`config.mk`:
```
export PLATFORM = sky130hd
export DESIGN_NAME = calc_design
export DESIGN_NICKNAME = d
export VERILOG_FILES = /design/src/rtl/calc_design_pkg.sv /design/src/rtl/calc_alu_core.sv /design/src/rtl/calc_design.sv
export SDC_FILE = /design/constraint.sdc
export NUM_CORES = 1
export LEC_CHECK = 0
export CAP_MARGIN = 20
export CORE_MARGIN = 5
export CORE_UTILIZATION = 40
export DETAILED_ROUTE_END_ITERATION = 10
export PLACE_DENSITY = 0.71
export SYNTH_ARGS = -nofsm -noshare
export SYNTH_HDL_FRONTEND = slang
export SYNTH_SLANG_ARGS = --single-unit
export TNS_END_PERCENT = 30
```
`constraint.sdc`:
```
create_clock -name clk -period 3.05 [get_ports clk]
set_input_delay 0.61 -clock clk [delete_from_list [all_inputs] [get_ports clk]]
set_output_delay 0.61 -clock clk [all_outputs]
set_load 0.005 [all_outputs]
```
`src/rtl/calc_design_pkg.sv`:
```
// -----------------------------------------------------------------------------
// calc_design_pkg
// Shared definitions for the calculator datapath:
//   - CALC_WIDTH    : default data path width in bits
//   - calc_code_t   : 6-bit control code {zx, nx, zy, ny, f, no}
//   - CODE_*        : the 18 standard control codes
//   - code_is_standard() : true when a code is one of the 18 named codes
// No ports (package).
// -----------------------------------------------------------------------------
package calc_design_pkg;

    localparam int CALC_WIDTH = 8;

    // Bit order, MSB first: zx nx zy ny f no
    typedef logic [5:0] calc_code_t;

    // Constants
    localparam calc_code_t CODE_ZERO      = 6'b101010;
    localparam calc_code_t CODE_ONE       = 6'b111111;
    localparam calc_code_t CODE_MINUS_ONE = 6'b111010;
    // Pass and invert
    localparam calc_code_t CODE_X         = 6'b001100;
    localparam calc_code_t CODE_Y         = 6'b110000;
    localparam calc_code_t CODE_NOT_X     = 6'b001101;
    localparam calc_code_t CODE_NOT_Y     = 6'b110001;
    // Negate
    localparam calc_code_t CODE_NEG_X     = 6'b001111;
    localparam calc_code_t CODE_NEG_Y     = 6'b110011;
    // Increment / decrement
    localparam calc_code_t CODE_X_INC     = 6'b011111;
    localparam calc_code_t CODE_Y_INC     = 6'b110111;
    localparam calc_code_t CODE_X_DEC     = 6'b001110;
    localparam calc_code_t CODE_Y_DEC     = 6'b110010;
    // Arithmetic
    localparam calc_code_t CODE_X_PLUS_Y  = 6'b000010;
    localparam calc_code_t CODE_X_MINUS_Y = 6'b010011;
    localparam calc_code_t CODE_Y_MINUS_X = 6'b000111;
    // Logic
    localparam calc_code_t CODE_X_AND_Y   = 6'b000000;
    localparam calc_code_t CODE_X_OR_Y    = 6'b010101;

    // Every 6-bit code is legal; this only tells whether a code has a name.
    function automatic logic code_is_standard(input calc_code_t code);
        logic hit;
        hit = 1'b0;
        case (code)
            CODE_ZERO, CODE_ONE, CODE_MINUS_ONE,
            CODE_X, CODE_Y, CODE_NOT_X, CODE_NOT_Y,
            CODE_NEG_X, CODE_NEG_Y,
            CODE_X_INC, CODE_Y_INC, CODE_X_DEC, CODE_Y_DEC,
            CODE_X_PLUS_Y, CODE_X_MINUS_Y, CODE_Y_MINUS_X,
            CODE_X_AND_Y, CODE_X_OR_Y: hit = 1'b1;
            default:                   hit = 1'b0;
        endcase
        return hit;
    endfunction

endpackage

```
`src/rtl/calc_alu_core.sv`:
```
// -----------------------------------------------------------------------------
// calc_alu_core
// Purely combinational calculator datapath: operand preprocessing
// (zero / invert), AND-or-ADD function, optional result inversion and the
// zero / negative flags derived from the result.
// Ports:
//   x_i, y_i     : operands (WIDTH bits)
//   zx_i, nx_i   : zero X, then invert X
//   zy_i, ny_i   : zero Y, then invert Y
//   f_i          : 1 = add (carry-out dropped), 0 = bitwise AND
//   no_i         : invert the function result
//   r_o          : result
//   zr_o         : result is all zeros
//   ng_o         : result MSB (negative in two's complement)
// -----------------------------------------------------------------------------
module calc_alu_core
    import calc_design_pkg::*;
#(
    parameter int WIDTH = CALC_WIDTH
) (
    input  logic [WIDTH-1:0] x_i,
    input  logic [WIDTH-1:0] y_i,
    input  logic             zx_i,
    input  logic             nx_i,
    input  logic             zy_i,
    input  logic             ny_i,
    input  logic             f_i,
    input  logic             no_i,
    output logic [WIDTH-1:0] r_o,
    output logic             zr_o,
    output logic             ng_o
);

    logic [WIDTH-1:0] xb;
    logic [WIDTH-1:0] yb;
    logic [WIDTH-1:0] and_res;
    logic [WIDTH-1:0] add_res;
    logic [WIDTH-1:0] fr;

    // Per-bit preprocessing: zeroing happens first, inversion second, so
    // zx=1,nx=1 yields all ones.
    genvar gi;
    generate
        for (gi = 0; gi < WIDTH; gi++) begin : g_bit
            logic xa_bit;
            logic ya_bit;
            assign xa_bit      = x_i[gi] & ~zx_i;
            assign ya_bit      = y_i[gi] & ~zy_i;
            assign xb[gi]      = xa_bit ^ nx_i;
            assign yb[gi]      = ya_bit ^ ny_i;
            assign and_res[gi] = xb[gi] & yb[gi];
        end
    endgenerate

    // Sum truncated to WIDTH bits: wraps modulo 2^WIDTH, no overflow flag.
    assign add_res = xb + yb;

    assign fr   = f_i ? add_res : and_res;
    assign r_o  = no_i ? ~fr : fr;
    assign zr_o = (r_o == '0);
    assign ng_o = r_o[WIDTH-1];

endmodule

```
`src/rtl/calc_design.sv`:
```
// -----------------------------------------------------------------------------
// calc_design
// One-cycle-latency calculator. The combinational datapath lives in
// calc_alu_core; this level only registers the result and flags and tracks
// validity. A result is captured on every edge where in_valid is high; with
// in_valid low the result and flags hold and out_valid drops.
// Ports:
//   clk, reset          : clock, synchronous active-high reset
//   x, y                : operands (WIDTH bits)
//   zx, nx, zy, ny, f, no : control code bits
//   in_valid            : operands/controls valid this cycle
//   o, zr, ng           : registered result, zero flag, negative flag
//   out_valid           : o/zr/ng were updated on the last edge
// -----------------------------------------------------------------------------
module calc_design
    import calc_design_pkg::*;
#(
    parameter int WIDTH = CALC_WIDTH
) (
    input  logic             clk,
    input  logic             reset,
    input  logic [WIDTH-1:0] x,
    input  logic [WIDTH-1:0] y,
    input  logic             zx,
    input  logic             nx,
    input  logic             zy,
    input  logic             ny,
    input  logic             f,
    input  logic             no,
    input  logic             in_valid,
    output logic             zr,
    output logic             ng,
    output logic [WIDTH-1:0] o,
    output logic             out_valid
);

    logic [WIDTH-1:0] r_n;
    logic             zr_n;
    logic             ng_n;

    logic [WIDTH-1:0] o_q,  o_d;
    logic             zr_q, zr_d;
    logic             ng_q, ng_d;
    logic             out_valid_q, out_valid_d;

    calc_alu_core #(
        .WIDTH (WIDTH)
    ) u_alu_core (
        .x_i  (x),
        .y_i  (y),
        .zx_i (zx),
        .nx_i (nx),
        .zy_i (zy),
        .ny_i (ny),
        .f_i  (f),
        .no_i (no),
        .r_o  (r_n),
        .zr_o (zr_n),
        .ng_o (ng_n)
    );

    // Capture on a valid input, otherwise hold the last result.
    always_comb begin
        o_d         = o_q;
        zr_d        = zr_q;
        ng_d        = ng_q;
        out_valid_d = 1'b0;
        if (in_valid) begin
            o_d         = r_n;
            zr_d        = zr_n;
            ng_d        = ng_n;
            out_valid_d = 1'b1;
        end
    end

    // Reset wins over a coincident valid input; that operation is dropped.
    // Reset state is a consistent "result = 0": zr set, ng clear.
    always_ff @(posedge clk) begin
        if (reset) begin
            o_q         <= '0;
            zr_q        <= 1'b1;
            ng_q        <= 1'b0;
            out_valid_q <= 1'b0;
        end else begin
            o_q         <= o_d;
            zr_q        <= zr_d;
            ng_q        <= ng_d;
            out_valid_q <= out_valid_d;
        end
    end

    assign o         = o_q;
    assign zr        = zr_q;
    assign ng        = ng_q;
    assign out_valid = out_valid_q;

endmodule

```
### After elaboration in Yosys (flattened, before gate mapping)

Index checks and enable logic that the tools add are counted.

| storage, ports and cells | value |
|---|---|
| bits in registers | 11 |
| logic and storage cells | 52 |
| output and inout port bits | 11 |

| operators by class | value |
|---|---|
| mux-type cells | 3 |
| bitwise operators | 43 |
| add/subtract/negate cells | 1 |
| reductions and logical operators | 1 |

Operator list:

| cell | number |
|---|---|
| 1-bit AND | 24 |
| 8-bit two-way mux | 2 |
| 1-bit bitwise XOR | 16 |
| 8-bit adder | 1 |
| 8-bit logical NOT | 1 |
| 8-bit NOT | 1 |
| 1-bit NOT | 2 |
| 1-bit two-way mux | 1 |

### Logic depth before layout (Yosys ltp)

Gate-level depths: netlist of the first run.

| logic depth | value |
|---|---|
| word-level depth | 8 |
| mapped depth | 10 |
| mapped depth without buffers | 10 |

### Hierarchy

A second synthesis of the first run with hierarchy kept.

| unflattened totals | value |
|---|---|
| cell total of the unflattened synthesis | 139 |
| area total of the unflattened synthesis | 1199.9 sq um |

By module, submodules not included:

| module | cells an instance | area an instance (sq um) | times used |
|---|---|---|---|
| calc_alu_core | 105 | 818.3 | 1 |
| calc_design | 34 | 381.6 | 1 |

### Worst setup path before layout of the first run

OpenSTA, ideal clock, no wires.

| timing path | value |
|---|---|
| path type | input to register |
| from | input ny |
| to | register zr_q (netlist: zr) |
| data required time | 2981 ps |
| slack | 120 ps |
| cell stages on the path | 10 |
| arrival | 2862 ps |
| path buffers | 1 |
| path through | clkbuf_1 -> xnor2_1 -> ha_1 -> fa_1 -> a21o_1 -> a211o_1 -> a31oi_4 -> nor4b_2 -> o21ai_0 -> o21ai_1 |

| between the ends | value |
|---|---|
| longest elaborated chain between the ends | 6 |
| elaborated cells between the ends (all ways) | 21 |
| classes of those cells | 1 x add/sub; 2 x mux; 17 x bitwise; 1 x reduce/logical |

Ends and longest elaborated chain:

| item | line | source |
|---|---|---|
| from (decl) | calc_design.sv:27 | `input logic ny,` |
| 1-bit bitwise XOR | calc_alu_core.sv:50 | `assign yb[gi] = ya_bit ^ ny_i;` |
| 8-bit adder or 1-bit AND (tied branches) | calc_alu_core.sv:56, calc_alu_core.sv:51 |  |
| 8-bit two-way mux * | calc_alu_core.sv:58 | `assign fr = f_i ? add_res : and_res;` |
| 8-bit NOT | calc_alu_core.sv:59 | `assign r_o = no_i ? ~fr : fr;` |
| 8-bit two-way mux * | calc_alu_core.sv:59 |  |
| 8-bit logical NOT * | calc_alu_core.sv:60 | `assign zr_o = (r_o == '0);` |
| to (signal assigned) | calc_design.sv:86 | `zr_q <= zr_d;` |
| to (decl) | calc_design.sv:42 | `logic zr_q, zr_d;` |

Mark *: on every way between the ends. The rest lies on a longest branch, timed or not.
A chain may end at the register's enable or synchronous reset.

### Final worst setup path of the first run

| timing path | value |
|---|---|
| from | input zx |
| to | register zr_q (netlist: zr) |

| between the ends | value |
|---|---|
| longest elaborated chain between the ends | 8 |
| elaborated cells between the ends (all ways) | 30 |
| classes of those cells | 1 x add/sub; 2 x mux; 26 x bitwise; 1 x reduce/logical |

Ends and longest elaborated chain:

| item | line | source |
|---|---|---|
| from (decl) | calc_design.sv:24 | `input logic zx,` |
| 1-bit NOT * | calc_alu_core.sv:47 | `assign xa_bit = x_i[gi] & ~zx_i;` |
| 1-bit AND | calc_alu_core.sv:47 |  |
| 1-bit bitwise XOR | calc_alu_core.sv:49 | `assign xb[gi] = xa_bit ^ nx_i;` |
| 8-bit adder or 1-bit AND (tied branches) | calc_alu_core.sv:56, calc_alu_core.sv:51 |  |
| 8-bit two-way mux * | calc_alu_core.sv:58 |  |
| 8-bit NOT | calc_alu_core.sv:59 |  |
| 8-bit two-way mux * | calc_alu_core.sv:59 |  |
| 8-bit logical NOT * | calc_alu_core.sv:60 |  |

Marks and branches as above.

==> impl_metrics.csv, run 1 <==
group,metric,value,unit
min_path,min_path_type,"reg -> reg",
worst_setup_path,worstPathMaxFanout,3,
synthesis,seq_area_frac_synth,15.6,%
clocking,clk_pin_slew_worst_paths,0.06,ns
timing,fin_crit,2.91,ns
timing,fin_ws,0.136,ns
finish,nets,230,
timing,fmax,343,MHz
die,placementRows,20,
place,numPlacedInstances,234,
die,die-area,4440,sq um
worst_setup_path,startpoint,"zx",
synthesis,avgSynthCellArea,8.56,sq um
global_route,grt_pass1_vias,1224,
pwr,p_sw,241,uW
min_path,hold_path_depth,2,
synthesis,synth_edf_count,0,
clocking,cts_tree,"yes",
synthesis,synth_fp_nets,184,
global_route,antenna_found_initial,0,
timing,drv_slew,0,
worst_setup_path,end_kind,"register",
timing,setup_viol,0,
finish,stdcell_count,239,
pwr,seqPwrFrac,22.4,%
place,place_ws,-0.192,ns
timing,hold_ws,0.475,ns
synthesis,yosys_warnings,0,
die,die_h,66.7,um
pwr,ir_worst_vdd,0.000117,V
route,route.detailed.drc,0,
worst_setup_path,r2r_cells,2,
finish,fin_util,59.1,%
synthesis,synth.most_common_cell,"xnor2_1",
pwr,clock_power_share,16.9,%
clocking,insertion_delay,0.26,ns
place,dp_hpwl,2.40,mm
route,drtIter0Drc,84,
synthesis,yosys-top-cells-area,"dfxtp_1 16%, xnor2_1 15%, nand2b_1 8.8%, ha_1 7.8%, mux2i_1 7.0%",
pwr,swShare,35.0,%
clocking,root_buffer,"clkbuf_4",
timing,worst_slew_pin_slew,0.564,ns
route,drt-wirelength-per-cell,12.0,um
worst_setup_path,reg2reg_slack,2.33,ns
timing,hold_viol_final,0,
route,avgViaCountPerCell,4.87,
worst_setup_path,r2r-end,"o[7]",
worst_setup_path,worstPathArrival,3.11,ns
global_route,grt_start_max_net_pins,14,
worst_setup_path,r2r_start,"o[7]",
pwr,p_leak,0.716,nW
global_route,grt_usage,13.6,%
global_route,grt_pass1_wl,4.92,mm
die,coreArea,3080,sq um
pwr,power.total,688,uW
clocking,numCtsBuffers,3,
status,run_status,"complete, no violations",
route,drt-pass1-iter-count,4,
clocking,cts_sinks,10,
timing,slew_headroom,62.3,%
timing,finalCritPeriodShare,95.5,%
finish,final_area,1820,sq um
synthesis,ys.flop_type,"dfxtp_1",
synthesis,syn_inst,150,
die,start_util,41.7,%
timing,setup_tns,0,ns
route,vias,1165,
synthesis,synthArstFlopShare,0,%
worst_setup_path,start_kind,"primary input",
min_path,min_from,"o[3]",
clocking,clockBufferDepth,2,
synthesis,synth_cell_type_count,43,
place,gp_congestion,0.834,
synthesis,synth-seq-cells,10,
die,io_pins,36,
place,place_area,1740,sq um
synthesis,yosysTopAreaCell,"dfxtp_1",
clocking,cts-htree-levels,1,
global_route,grt_overflow,0,
timing,worst_clock_skew,0,ns
die,fp.dieW,66.7,um
synthesis,syn_area,1280,sq um
pwr,internal-power,447,uW
synthesis,ys_top_cells_by_count,"22 x xnor2_1, 18 x nand2b_1, 11 x nor2_1",
route,ant_nets,0,
finish,area.growth.synth_to_final,41.6,%
synthesis,synth_top_area_share,15.6,%
route,routed_wl,2.86,mm
run,timing.max_cap.violations,0,
worst_setup_path,path_class,"in -> reg",
pwr,power_frac_comb,60.7,%
pwr,powerDensity,378,nW/um^2
min_path,worstHoldEndpoint,"o[3]",
worst_setup_path,critical_path_required,3.24,ns
place,port_buffers,35,
finish,layout-drive-gt1-share,17.4,%
finish,antenna_cells,0,
-- power groups by stage --
stage / registers (mW) / clock network (mW) / logic, mW
final: 0.154 / 0.116 / 0.418
after global routing: 0.156 / 0.128 / 0.460
after CTS: 0.154 / 0.116 / 0.403
after detailed placement: 0.157 / 0 / 0.401
after global placement: 0.156 / 0 / 0.392
after floorplan: 0.158 / 0 / 0.271
-- cell usage in the layout (no fill, tap or decap), drive strengths merged, types with 5 or more instances in the layout --
| master | Yosys | layout |
|---|---|---|
| dfxtp | 10 | 10 |
| nand2 | 5 | 5 |
| mux2i | 9 | 9 |
| xnor2 | 22 | 22 |
| nor2 | 11 | 11 |
| nand2b | 18 | 18 |
| nand3b | 6 | 6 |
| buf | 6 | 14 |
| ha | 8 | 8 |
| a21oi | 9 | 9 |
| clkdlybuf4s50 | 0 | 35 |
| o21ai | 5 | 5 |
-- final cells by class --
| class | instances | area, sq um |
|---|---|---|
| multi-input combinational | 130 | 1060 |
| clock buffer | 4 | 36.3 |
| inverter | 2 | 7.51 |
| timing repair buffer | 49 | 455 |
| sequential | 10 | 200 |
| tap | 44 | 55.1 |
| fill | 289 | 1260 |
-- sequential cells by signal, summed over array words and instances, names as in the netlist --
name	cells
zr	1
out_valid	1
o	8
-- worst max-delay path, stage by stage --
cell	delay [ns]
clkdlybuf4s50_1	0.44
nand2b_1	0.17
xnor2_1	0.13
ha_2	0.19
fa_2	0.40
a21o_1	0.17
a211o_1	0.32
a31oi_4	0.21
nor4b_4	0.23
o21ai_0	0.11
o21ai_1	0.14
-- worst max-delay path by stage --
stage / endpoint / slack (ns)
detailed placement: zr / -0.19
finish: zr / 0.14
floorplan: zr / 0.12
CTS: zr / 0.08
global placement: zr / -0.13
global route: zr / -0.06
-- timing repair --
action | CTS | global route
setup endpoints to repair | 0 | 1
buffers inserted | 0 | 1
resized for setup | 0 | 8
hold endpoints to repair | 0 | 0
hold buffers | 0 | 0
-- cell families (layout without fill, tap and decap cells) --
logic type | count (synthesis) | after routing | share of synthesized area [%]
DFF | 10 | 10 | 15.6
muxes | 10 | 10 | 8.19
xor gates and xnor gates | 24 | 24 | 16.4
adders and majority gates | 9 | 9 | 9.36
and+or+nand+nor | 55 | 55 | 25.9
buffers and inverters | 10 | 55 | 4.58
AOI/OAI and AO/OA | 32 | 32 | 20.0
-- per-layer routing --
| layer | wire [um] | share of wire (%) | GRT usage [%] | vias to the layer above |
|---|---|---|---|---|
| li1 | - | - | - | 620 |
| met1 | 1210 | 42 | 15.1 | 501 |
| met2 | 1450 | 51 | 26.1 | 40 |
| met3 | 167 | 5.8 | 1.35 | 4 |
| met4 | 33 | 1.2 | 5.33 | 0 |
| met5 | 0 | 0 | 0 | - |
Power figures use the tool's default switching activity.
==> run 2: changes to the inputs <==
- CTS_BUF_LIST: unset -> sky130_fd_sc_hd__clkbuf_4 sky130_fd_sc_hd__clkbuf_8
- SETUP_SLACK_MARGIN: unset -> 0.1
==> impl_metrics.csv, run 2 (same netlist as run 1, synthesis figures left out) <==
group,metric,value,unit
timing,hold_viol_final,0,
global_route,grt_pass1_vias,1224,
route,vias,1181,
die,start_util,41.7,%
place,place_ws,-0.192,ns
finish,stdcell_count,241,
finish,final_area,1870,sq um
timing,fin_ws,0.217,ns
worst_setup_path,critical_path_required,3.24,ns
pwr,clock_power_share,16.5,%
die,die_h,66.7,um
route,route.detailed.drc,0,
place,place_area,1740,sq um
route,drt-pass1-iter-count,6,
place,dp_hpwl,2.40,mm
route,routed_wl,2.95,mm
die,die-area,4440,sq um
worst_setup_path,end_kind,"register",
pwr,powerDensity,378,nW/um^2
die,coreArea,3080,sq um
pwr,seqPwrFrac,21.8,%
global_route,gr-usage-met2,26.1,%
route,ant_nets,0,
clocking,clockBufferDepth,2,
die,fp.dieW,66.7,um
clocking,cts_tree,"yes",
run,timing.max_cap.violations,0,
finish,fill_cells,279,
timing,grt_setup_unrepaired,"false",
global_route,use_met3,1.35,%
pwr,power_frac_comb,61.7,%
finish,multi_input_area,1100,sq um
worst_setup_path,worstPathMaxFanout,3,
timing,fmax,353,MHz
place,port_buffers,35,
finish,layout_commonest_cell,"clkdlybuf4s50_1",
pwr,swShare,35.3,%
pwr,ir_worst_vdd,0.000119,V
die,io_pins,36,
global_route,grt_usage,13.6,%
finish,nets,232,
die,placementRows,20,
timing,fin_crit,2.83,ns
global_route,grt_pass1_wl,4.92,mm
finish,fin_util,60.8,%
pwr,internal-power,457,uW
global_route,grt_overflow,0,
global_route,antenna_found_initial,0,
timing,hold_ws,0.475,ns
clocking,insertion_delay,0.26,ns
finish,antenna_cells,0,
route,drt-wirelength-per-cell,12.2,um
worst_setup_path,worstPathArrival,3.03,ns
worst_setup_path,start_kind,"primary input",
route,drtIter0Drc,80,
clocking,numCtsBuffers,3,
pwr,power.total,707,uW
pwr,p_leak,0.757,nW
worst_setup_path,r2r_start,"o[7]",
min_path,min_path_type,"reg -> reg",
place,numPlacedInstances,234,
min_path,min_from,"o[3]",
finish,area.growth.synth_to_final,45.7,%
global_route,grtUsageMet1,15.1,%
finish,regArea,200,sq um
worst_setup_path,path_class,"in -> reg",
timing,setup_viol,0,
global_route,grt_start_max_net_pins,14,
timing,slew_headroom,62.4,%
worst_setup_path,startpoint,"y[0]",
status,run_status,"complete, no violations",
timing,setup_tns,0,ns
clocking,root_buffer,"clkbuf_4",
timing,worst_clock_skew,0,ns
timing,finalCritPeriodShare,92.9,%
timing,worst_slew_pin_slew,0.562,ns
clocking,clk_pin_slew_worst_paths,0.06,ns
pwr,p_sw,250,uW
place,gp_congestion,0.834,
timing,drv_slew,0,
finish,largest_reg_flops,8,
finish,final_cell_mix,"33 x clkdlybuf4s50_1, 20 x xnor2_1, 16 x buf_4",
global_route,top_usage_layer,"met2",
clocking,cts-htree-levels,1,
clocking,cts_sinks,10,
finish,layout-drive-gt1-share,20.8,%
route,avgViaCountPerCell,4.90,
run 2: changes by cell type in the layout (fill, tap and decap cells not counted), moves of 2 or more:
cell             change
clkdlybuf4s50_1      -2
nand2b_4             +2
nand2b_1             -2
buf_4                +2
dlymetal6s2s_1       +2
run 2: layout make-up:
| cell class | instances | area share, % |
|---|---|---|
| multi-input combinational | 130 | 58.6 |
| timing repair buffer | 51 | 25.4 |
| sequential | 10 | 10.7 |
| tap | 44 | 2.94 |
| clock buffer | 4 | 1.94 |
| inverter | 2 | 0.401 |
run 2: power groups by stage:
| stage | sequential, mW | clock [mW] | combinational, mW |
|---|---|---|---|
| after floorplan | 0.158 | 0 | 0.271 |
| after global placement | 0.156 | 0 | 0.392 |
| after detailed placement | 0.157 | 0 | 0.401 |
| after CTS | 0.154 | 0.116 | 0.405 |
| after global routing | 0.156 | 0.128 | 0.480 |
| final | 0.154 | 0.116 | 0.436 |
run 2: timing repair:
action                                  CTS  global route
resized for setup                         1            16
cloned                                    0             0
setup buffers                             0             3
endpoints found under the setup margin    1             6
pin swaps                                 0             8
hold endpoints to repair                  0             0
hold buffers                              0             0
run 2: path summary, 6_finish.rpt:
path	to	slack [ns]	depth (start not counted)
max reg2reg	o[7]	2.33	2
min	o[3]	0.47	2
min reg2reg	o[3]	0.47	2
max	zr	0.22	11
run 2: metal layers:
metal / share of wire, % / wire (um)
met5: 0 / 0
met4: 1.1 / 33
met3: 6.2 / 183
met2: 51 / 1510
met1: 42 / 1230
run 2: worst max-delay path, cell delays in order:
cell and delay [ns]:
clkdlybuf4s50_1 0.51, nand2b_4 0.06, xnor2_1 0.12, ha_2 0.21, fa_2 0.40, a21o_1 0.17
a211o_1 0.29, a31oi_4 0.21, nor4b_4 0.23, o21ai_1 0.09, o21ai_1 0.13
